===== config.mk =====
export PLATFORM = sky130hd
export DESIGN_NAME = uart_tx_arb
export DESIGN_NICKNAME = d
export VERILOG_FILES = /design/src/rtl/uart_tx_arb_pkg.sv /design/src/rtl/uart_tx_req_slot.sv /design/src/rtl/uart_tx_arb.sv
export SDC_FILE = /design/constraint.sdc
export NUM_CORES = 1
export LEC_CHECK = 0
export CAP_MARGIN = 20
export CORE_ASPECT_RATIO = 0.9
export CORE_MARGIN = 5
export CORE_UTILIZATION = 40
export DETAILED_ROUTE_END_ITERATION = 16
export PLACE_DENSITY = 0.62
export SETUP_SLACK_MARGIN = 0.1
export SLEW_MARGIN = 0
export SYNTH_ARGS = -nofsm -noshare
export SYNTH_HDL_FRONTEND = slang
export SYNTH_SLANG_ARGS = --single-unit

===== constraint.sdc =====
create_clock -name clk -period 1.7 [get_ports clk]
set_input_delay 0.51 -clock clk [delete_from_list [all_inputs] [get_ports clk]]
set_output_delay 0.51 -clock clk [all_outputs]
set_load 0.03 [all_outputs]

===== src/rtl/uart_tx_arb_pkg.sv =====
// Shared state encodings, width defaults and the round-robin pick rule for the
// UART transmit arbiter.
package uart_tx_arb_pkg;

    localparam int unsigned ARB_DW      = 8;
    localparam int unsigned ARB_REG_W   = 2;
    localparam int unsigned ARB_BUSY_TO = 16;

    typedef enum logic [1:0] {
        StIdle   = 2'd0,
        StStb    = 2'd1,
        StWaitHi = 2'd2,
        StWaitLo = 2'd3
    } arb_state_e;

    // A lone requester wins; on a tie the requester not served last wins.
    function automatic logic rr_pick(input logic full0, input logic full1, input logic last);
        return (full0 && full1) ? ~last : full1;
    endfunction

endpackage


===== src/rtl/uart_tx_req_slot.sv =====
// One-deep valid/ready holding register for a single byte source.
// Captures while empty; the arbiter empties it through i_clr.
module uart_tx_req_slot
    import uart_tx_arb_pkg::*;
#(
    parameter int unsigned DW    = ARB_DW,
    parameter int unsigned REG_W = ARB_REG_W
) (
    input  logic             clk,
    input  logic             rst_n,
    input  logic             i_valid,
    input  logic [DW-1:0]    i_data,
    input  logic [REG_W-1:0] i_reg,
    output logic             o_ready,
    input  logic             i_clr,
    output logic             o_full,
    output logic [DW-1:0]    o_data,
    output logic [REG_W-1:0] o_reg
);

    logic             full_q, full_d;
    logic [DW-1:0]    data_q, data_d;
    logic [REG_W-1:0] reg_q, reg_d;

    always_comb begin
        full_d = full_q;
        data_d = data_q;
        reg_d  = reg_q;
        if (i_clr) begin
            full_d = 1'b0;
        end else if (i_valid && !full_q) begin
            full_d = 1'b1;
            data_d = i_data;
            reg_d  = i_reg;
        end
    end

    always_ff @(posedge clk or negedge rst_n) begin
        if (!rst_n) begin
            full_q <= 1'b0;
            data_q <= '0;
            reg_q  <= '0;
        end else begin
            full_q <= full_d;
            data_q <= data_d;
            reg_q  <= reg_d;
        end
    end

    assign o_ready = ~full_q;
    assign o_full  = full_q;
    assign o_data  = data_q;
    assign o_reg   = reg_q;

endmodule


===== src/rtl/uart_tx_arb.sv =====
// Round-robin arbiter sharing one UART transmitter between two byte sources,
// with a busy-handshake timeout and a completed-byte counter.
module uart_tx_arb
    import uart_tx_arb_pkg::*;
#(
    parameter int unsigned DW      = ARB_DW,
    parameter int unsigned REG_W   = ARB_REG_W,
    parameter int unsigned BUSY_TO = ARB_BUSY_TO
) (
    input  logic             clk,
    input  logic             rst_n,
    input  logic             i_req0_valid,
    input  logic [DW-1:0]    i_req0_data,
    input  logic [REG_W-1:0] i_req0_reg,
    output logic             o_req0_ready,
    input  logic             i_req1_valid,
    input  logic [DW-1:0]    i_req1_data,
    input  logic [REG_W-1:0] i_req1_reg,
    output logic             o_req1_ready,
    output logic [DW-1:0]    o_tx_data,
    output logic [REG_W-1:0] o_tx_reg,
    output logic             o_tx_stb,
    input  logic             i_tx_busy,
    output logic             o_grant,
    output logic             o_busy,
    output logic [7:0]       o_sent_cnt,
    output logic             o_to_pulse
);

    localparam int unsigned CW = $clog2(BUSY_TO + 1);

    logic             full0, full1, clr0, clr1, win;
    logic [DW-1:0]    data0, data1;
    logic [REG_W-1:0] reg0, reg1;

    arb_state_e       state_q, state_d;
    logic [DW-1:0]    tx_data_q, tx_data_d;
    logic [REG_W-1:0] tx_reg_q, tx_reg_d;
    logic             grant_q, grant_d;
    logic             last_q, last_d;
    logic             stb_q, stb_d;
    logic             to_q, to_d;
    logic [CW-1:0]    ctr_q, ctr_d;
    logic [7:0]       cnt_q, cnt_d;

    uart_tx_req_slot #(.DW(DW), .REG_W(REG_W)) u_slot0 (
        .clk     (clk),
        .rst_n   (rst_n),
        .i_valid (i_req0_valid),
        .i_data  (i_req0_data),
        .i_reg   (i_req0_reg),
        .o_ready (o_req0_ready),
        .i_clr   (clr0),
        .o_full  (full0),
        .o_data  (data0),
        .o_reg   (reg0)
    );

    uart_tx_req_slot #(.DW(DW), .REG_W(REG_W)) u_slot1 (
        .clk     (clk),
        .rst_n   (rst_n),
        .i_valid (i_req1_valid),
        .i_data  (i_req1_data),
        .i_reg   (i_req1_reg),
        .o_ready (o_req1_ready),
        .i_clr   (clr1),
        .o_full  (full1),
        .o_data  (data1),
        .o_reg   (reg1)
    );

    always_comb begin
        state_d   = state_q;
        tx_data_d = tx_data_q;
        tx_reg_d  = tx_reg_q;
        grant_d   = grant_q;
        last_d    = last_q;
        ctr_d     = ctr_q;
        cnt_d     = cnt_q;
        stb_d     = 1'b0;
        to_d      = 1'b0;
        clr0      = 1'b0;
        clr1      = 1'b0;
        win       = 1'b0;
        unique case (state_q)
            StIdle: begin
                if (!i_tx_busy && (full0 || full1)) begin
                    win       = rr_pick(full0, full1, last_q);
                    tx_data_d = win ? data1 : data0;
                    tx_reg_d  = win ? reg1 : reg0;
                    grant_d   = win;
                    last_d    = win;
                    stb_d     = 1'b1;
                    state_d   = StStb;
                end
            end
            StStb: begin
                // Slot is released as the strobe goes out; its source sees ready next cycle.
                clr0    = ~grant_q;
                clr1    = grant_q;
                ctr_d   = '0;
                state_d = StWaitHi;
            end
            StWaitHi: begin
                if (i_tx_busy) begin
                    state_d = StWaitLo;
                end else begin
                    ctr_d = ctr_q + 1'b1;
                    if (ctr_d == CW'(BUSY_TO - 1)) begin
                        to_d    = 1'b1;
                        state_d = StIdle;
                    end
                end
            end
            StWaitLo: begin
                if (!i_tx_busy) begin
                    cnt_d   = cnt_q + 8'd1;
                    state_d = StIdle;
                end
            end
            default: state_d = StIdle;
        endcase
    end

    always_ff @(posedge clk or negedge rst_n) begin
        if (!rst_n) begin
            state_q   <= StIdle;
            tx_data_q <= '0;
            tx_reg_q  <= '0;
            grant_q   <= 1'b0;
            last_q    <= 1'b1;
            stb_q     <= 1'b0;
            to_q      <= 1'b0;
            ctr_q     <= '0;
            cnt_q     <= '0;
        end else begin
            state_q   <= state_d;
            tx_data_q <= tx_data_d;
            tx_reg_q  <= tx_reg_d;
            grant_q   <= grant_d;
            last_q    <= last_d;
            stb_q     <= stb_d;
            to_q      <= to_d;
            ctr_q     <= ctr_d;
            cnt_q     <= cnt_d;
        end
    end

    assign o_tx_data  = tx_data_q;
    assign o_tx_reg   = tx_reg_q;
    assign o_tx_stb   = stb_q;
    assign o_grant    = grant_q;
    assign o_busy     = (state_q != StIdle);
    assign o_sent_cnt = cnt_q;
    assign o_to_pulse = to_q;

endmodule


==> results.md, run 1 <==
* Setup CP Type: reg -> out
* Synth Area per Inst at between 10 and 15 um^2
* Crit-path cells: or2_4 > buf_6
* Post-DRT Antenna Nets at 0
* # rows at 26
* Share of layout cells above drive strength 1 at between 30% and 40%
* Buffer and inverter count on the worst path at 1
* Post-synth ARST share at 100%
* Fmax at 627 MHz
* Hold-fix buffers at CTS at 0
* Setup WS pre-CTS at -0.209 ns
* Syn Std Cell Area at ~2300 um^2
* Least-Margin Pin Slew at 0.362 ns
* Total Power at between 5 and 6 mW
* Worst Hold Class: in -> async
* Setup-failing EPs final at 0
* Largest net degree at the start of global routing at 52
* Final worst path period share at 93.8%
* Die area at approximately 7300 um^2
* Post-synthesis compound-gate area fraction at 6.69%
* Post-Layout Cell Count at a little over 300
* Die height at 81.4 um
* WP data arrival at 1.08 ns
* Share of the yosys chip area belonging to registers at a little under three fifths
* Setup WS post-layout at 0.106 ns
* Worst Path Required at roughly 1.2 ns
* Max H-tree Level at 2
* Share of total power in combinational logic at 48.2%
* CP Capture Type: primary output
* Inserted Clock Buffers at 5
* Pleak at around 1.4 nW
* Total core area at about 5600 um^2
* Vias in the first global route at roughly 1,500
* Iter 0 DRT Violations at slightly below 50
* Clock share of power at approximately 13%
* Peak supply drop at 0.730 mV
* TritonCTS clock tree: built
* Post-synthesis mux area share at around 18%
* Overflow after GRT at 0
* Post-layout min period at 1.59 ns
* Top cell family by delay on the critical path: flip-flops
* Synth cell types at 34
* Pint at about 3.3 mW
* Max-Cap Viols at 0
* Clk slew on worst S/H paths at approximately 0.090 ns
* Syn nets at 196
* Insertion delay to the later sink of the worst-skew pair at 0.30 ns
* Area growth, synth to finish at 33.6%
* Antenna diode count at 0
* Drt drc at 0
* Max Buffers Root-to-Sink at 2
* Vias at 1,477
* Dominant synthesized flop cell: dfrtp_1
* Post-synth EDFFs at 0
* Post-Route Skew at 0.00679 ns
* Antenna violations before repair at 0
* Clk sinks at 51
* Switching share of total power at between 30% and 40%
* Max-slew violation count at 0
* Flop pwr share at approximately 39%
* Most common cell after layout, fill and taps aside: dfrtp_1
* Routed vias/inst at between 4 and 5
* RePlAce Congestion at between 0.7 and 0.8
* Largest family of logic cells by synthesized area: multiplexers
* DR WL/cell at ~14 um
* Slowest stage cell, crit path: dfrtp_1
* Fin util at between 50 and 60%
* Total Wirelength at 4.28 mm
* Placed cells at 301
* Relative max-transition margin at 75.7%
* Syn Inst Count at 168
* Commonest cells after routing, fill and taps aside: dfrtp_1 (50), clkdlybuf4s50_1 (22), buf_4 (19)
* Largest fanout on the critical path at 2
* Net switching power at 1.99 mW
* Pwr per Cell Area at 1730 nW/um^2
* Clock root buffer: clkbuf_8
* GRT Total Usage at 13.0%
* Fin nets at between 200 and 300
* First-pass GRT wire length at 7.25 mm
* Post-DP HPWL at between 3 and 4 mm
* IO Count at 49
* Input/output buffers at 48
* RSZ-0062 raised after global routing: yes
* Starting Density at 40.5%
* Number of synthesis warnings at 0
* Final-report hold violation count at 0
* Simple-gate share of the synthesized area at between 10% and 20%
* Pre-antenna DRT Iters at 4
* CP peak stage delay at between 0.3 and 0.4 ns
* Startpoint Class: flop
* Yosys reg bits at between 50 and 60
* Xor/xnor share of the synthesized area at slightly below 4%
* Status: finished, final reports clean
* Die W at between 80 and 90 um
* Adder-cell share of the synthesized area at between 1.5 and 2%
-- logic make-up (layout without fill, tap and decap cells) --
family	Yosys count	count (layout)
and+or+nand+nor	41	41
muxes	33	33
adders and majority gates	3	3
DFF	51	51
xor gates and xnor gates	10	10
buffers and inverters	10	82
AOI/OAI and AO/OA	20	20
-- synth_stat cells, types with 2 or more instances --
cell type / count / share of area (%)
nor2_1: 3 / 0.50
nand3b_1: 2 / 0.66
xor2_1: 3 / 1.2
nor3b_2: 2 / 1.1
buf_6: 3 / 1.5
mux2_2: 11 / 5.5
mux2i_1: 10 / 4.4
nand2_1: 13 / 2.2
mux2_4: 12 / 8.0
ha_1: 3 / 1.7
o21ai_1: 2 / 0.44
inv_1: 5 / 0.83
dfrtp_1: 50 / 55
o21ai_0: 5 / 1.1
xnor2_1: 7 / 2.7
and3_1: 2 / 0.55
o21ai_2: 8 / 3.1
nand3_1: 11 / 2.4
-- final cells by class --
cell class,count,area (um^2)
Multi-Input combinational cell,107,942
Fill cell,508,2570
Clock inverter,2,12.5
Inverter,5,18.8
Tap cell,70,87.6
Clock buffer,6,72.6
Sequential cell,51,1280
Timing Repair Buffer,69,616
-- timing repair --
action                     in CTS  in global routing
setup buffers                   0                  1
gates cloned                    0                  0
pin swaps                       0                  4
setup endpoints to repair      23                 23
resized for setup              38                 30
-- path summary, 6_finish.rpt --
kind	from	slack, ns	to	depth (start not counted)
max in group asynchronous	rst_n	1.23	last_q$_DFFE_PN1P_	2
min	rst_n	0.17	ctr_q[0]$_DFFE_PN0P_	2
min in group clk	o_tx_data[3]$_DFFE_PN0P_	0.48	o_tx_data[3]$_DFFE_PN0P_	2
min reg2reg	o_tx_data[3]$_DFFE_PN0P_	0.48	o_tx_data[3]$_DFFE_PN0P_	2
max	state_q[1]$_DFFE_PN0P_	0.11	o_busy	2
max reg2reg	state_q[1]$_DFFE_PN0P_	0.15	o_tx_data[5]$_DFFE_PN0P_	6
-- per-stage QoR --
step	hold slack (ns)	setup TNS, ns	cell area [um^2]
2_1_floorplan	0.214	0	2260
3_5_place_dp	0.465	-4.38	2960
3_3_place_gp	0.468	-4.25	2960
6_report	0.173	0	3030
4_1_cts	0.188	-0.0522	3030
5_1_grt	0.189	0	3030
-- power groups by stage --
stage	clock [mW]	sequential (mW)	combinational, mW
floorplan	0	2.40	1.34
finish	0.675	2.04	2.53
detailed placement	0	2.07	2.66
global route	0.765	2.11	2.75
CTS	0.708	2.05	2.56
global placement	0	2.06	2.63
-- worst register-to-register path: cells and delay by family, from the launching register on --
kind | cells | cell delay (ns)
AOI/OAI and AO/OA | 2 | 0.39
buffers and inverters | 2 | 0.32
DFF | 1 | 0.39
and+or+nand+nor | 2 | 0.35
-- layer usage --
layer	vias up	wire, um	track usage, %
met4	0	47	3.57
met1	706	1890	16.8
met5	-	0	0
li1	737	-	-
met2	28	2120	21.2
met3	6	223	3.65
(Power assumes the default switching activity.)
==> run 2, diff against run 1 <==
- GPL_ROUTABILITY_DRIVEN: unset -> 0
- PLACE_DENSITY: 0.62 -> 0.65
- SKIP_CTS_REPAIR_TIMING: unset -> 1
- clock period: 1.7 -> 1.4 ns (I/O delays scaled with it)
==> run 2 against run 1 <==
Effect of this change: the flow now finishes with violations (negative setup slack); setup slack lost 0.26 ns; cell area grew 14%; clock power grew 54%; cell count grew 5.8%; sequential cell count is the same; clock skew grew 0.00077 ns; utilization grew 7.8 points; largest power group unchanged.
==> results.md, run 2 (synthesis gave the netlist of run 1 again) <==
* Post-DRT Antenna Nets at 0 (unchanged)
* Fmax at roughly 640 MHz
* Clk sinks at 51 (unchanged)
* Antenna violations before repair at 0 (unchanged)
* Setup WS post-layout at -0.151 ns (-0.257 ns)
* R2R Setup Slk at -0.15 ns (-0.30 ns)
* Least-Margin Pin Slew at 0.309 ns (-0.0534 ns)
* Clock share of power at 13.6% (+0.7 points)
* DR WL/cell at 14.6 um (+5.6%)
* Die height at 81.4 um (unchanged)
* Die area at 7270 um^2 (unchanged)
* IO Count at 49 (unchanged)
* Starting Density at 40.5% (unchanged)
* Worst Path Required at 1.59 ns (+0.40 ns)
* Die W at 89.3 um (unchanged)
* Total Power at 7.64 mW (+45%)
* Area growth, synth to finish at 52.8%
* Final-report hold violation count at 0 (unchanged)
* Worst Hold Class: in -> async
* Routed vias/inst at 4.81 (+1.0%)
* Iter 0 DRT Violations at 43 (-12%)
* Max H-tree Level at 2 (unchanged)
* Final Cell Area at 3460 um^2 (+14%)
* Pleak at 1.66 nW (+16%)
* RSZ-0062 raised after global routing: yes
* Reg-to-Reg End: o_grant$_DFFE_PN0P_
* GRT Total Usage at 13.0% (about the same)
* WP data arrival at 1.74 ns (+0.66 ns)
* Net switching power at 2.74 mW (+38%)
* Failing checks: negative setup slack
* Total core area at 5600 um^2 (unchanged)
* Worst r2r src: state_q[1]$_DFFE_PN0P_
* Final worst path period share at 111%
* Vias at 1,579 (+6.9%)
* Relative max-transition margin at 79.2% (+3.5 points)
* Crit-path cells: or2_4 > buf_6 > a211o_4 > mux2_4
* FF-to-FF path depth at 4 (-2)
* Flop pwr share at 33.5% (-5.4 points)
* Inserted Clock Buffers at 5 (unchanged)
* CP peak stage delay at 0.40 ns (about the same)
* Commonest cells after routing, fill and taps aside: dfrtp_1 (48), buf_4 (31), buf_6 (24)
* Peak supply drop at 1.18 mV (+62%)
* Clk slew on worst S/H paths at 0.10 ns (about the same)
* Largest fanout on the critical path at 7 (+5)
* Pre-antenna DRT Iters at 3 (-1)
* Max-Cap Viols at 0 (unchanged)
* Total Wirelength at 4.79 mm (+12%)
* Placed inst area at 2920 um^2 (-1.1%)
* Startpoint Class: flop
* Pint at 4.90 mW (+50%)
* Worst setup path startpoint: state_q[1]$_DFFE_PN0P_
* Max-slew violation count at 0 (unchanged)
* Post-layout min period at between 1.5 and 2 ns
* Setup CP Type: reg -> reg
* Status: finished with violations
* Share of total power in combinational logic at 52.9% (+4.7 points)
* Insertion delay to the later sink of the worst-skew pair at 0.30 ns (about the same)
* Post-DP HPWL at 3.08 mm (-2.3%)
* CP Capture Type: flop
* Switching share of total power at 35.9% (-2.1 points)
* Post-Route Skew at 0.00756 ns (+0.000775 ns)
* Most common cell after layout, fill and taps aside: dfrtp_1
* Clock root buffer: clkbuf_8
* Vias in the first global route at 1,528 (+0.86%)
* # rows at 26 (unchanged)
* Overflow after GRT at 0 (unchanged)
* Drt drc at 0 (unchanged)
* Largest net degree at the start of global routing at 52 (unchanged)
* Pwr per Cell Area at 2210 nW/um^2 (+27%)
* First-pass GRT wire length at 7.07 mm (-2.4%)
* Input/output buffers at 48 (unchanged)
* Max Buffers Root-to-Sink at 2 (unchanged)
* Share of layout cells above drive strength 1 at 50.8% (+14 points)
* TritonCTS clock tree: built
* Antenna diode count at 0 (unchanged)
* Setup-failing EPs final at 24 (+24)
* Fin nets at 285 (+6.7%)
* Slowest stage cell, crit path: dfrtp_1
run 2: power groups by stage:
stage          sequential (mW)  clock, mW  combinational (mW)
2_1_floorplan             2.92          0                1.65
3_3_place_gp              2.53          0                3.12
3_5_place_dp              2.54          0                3.17
4_1_cts                   2.51       1.08                3.17
5_1_grt                   2.63       1.14                4.33
6_report                  2.56       1.04                4.04
run 2: metal layers:
layer / vias to the layer above / share of wire, % / GRT usage, %
li1: 763 / - / -
met1: 788 / 42 / 15.9
met2: 23 / 53 / 21.7
met3: 5 / 3.8 / 4.36
met4: 0 / 1.2 / 3.57
met5: - / 0 / 0
run 2: worst max path at each step:
stage	end	slack, ns
after floorplan	o_grant$_DFFE_PN0P_	-0.06
after global placement	o_sent_cnt[5]$_DFFE_PN0P_	-0.42
after detailed placement	o_sent_cnt[5]$_DFFE_PN0P_	-0.46
after CTS	o_busy	-0.58
after global routing	u_slot0.o_data[6]$_DFFE_PN0P_	-0.18
final	o_grant$_DFFE_PN0P_	-0.15
run 2: worst max-delay path: cells and delay by family, from the launching register on:
kind / cells / cell delay [ns]
DFF: 1 / 0.40
muxes: 1 / 0.32
AOI/OAI and AO/OA: 1 / 0.35
buffers and inverters: 1 / 0.11
and+or+nand+nor: 1 / 0.26
run 2: area by class of cell:
type | count | area (um^2)
fill | 456 | 2130
inverter | 5 | 18.8
sequential | 51 | 1280
clock buffer | 5 | 68.8
clock inverter | 3 | 46.3
tap | 70 | 87.6
multi-input combinational | 107 | 1050
timing repair buffer | 87 | 906
run 2: stage by stage:
step                hold slack, ns  setup TNS, ns  std cells  utilization, %  worst slack (ns)
floorplan                    0.124         -0.794        168               -           -0.0562
global placement             0.429         -14.72        299            52.2            -0.421
detailed placement           0.435         -15.18        299            52.2            -0.465
CTS                         0.0929          -3.71        307            54.3            -0.580
global route                 0.103          -3.84        328            61.9            -0.183
finish                      0.0858          -2.55        328            61.9            -0.151
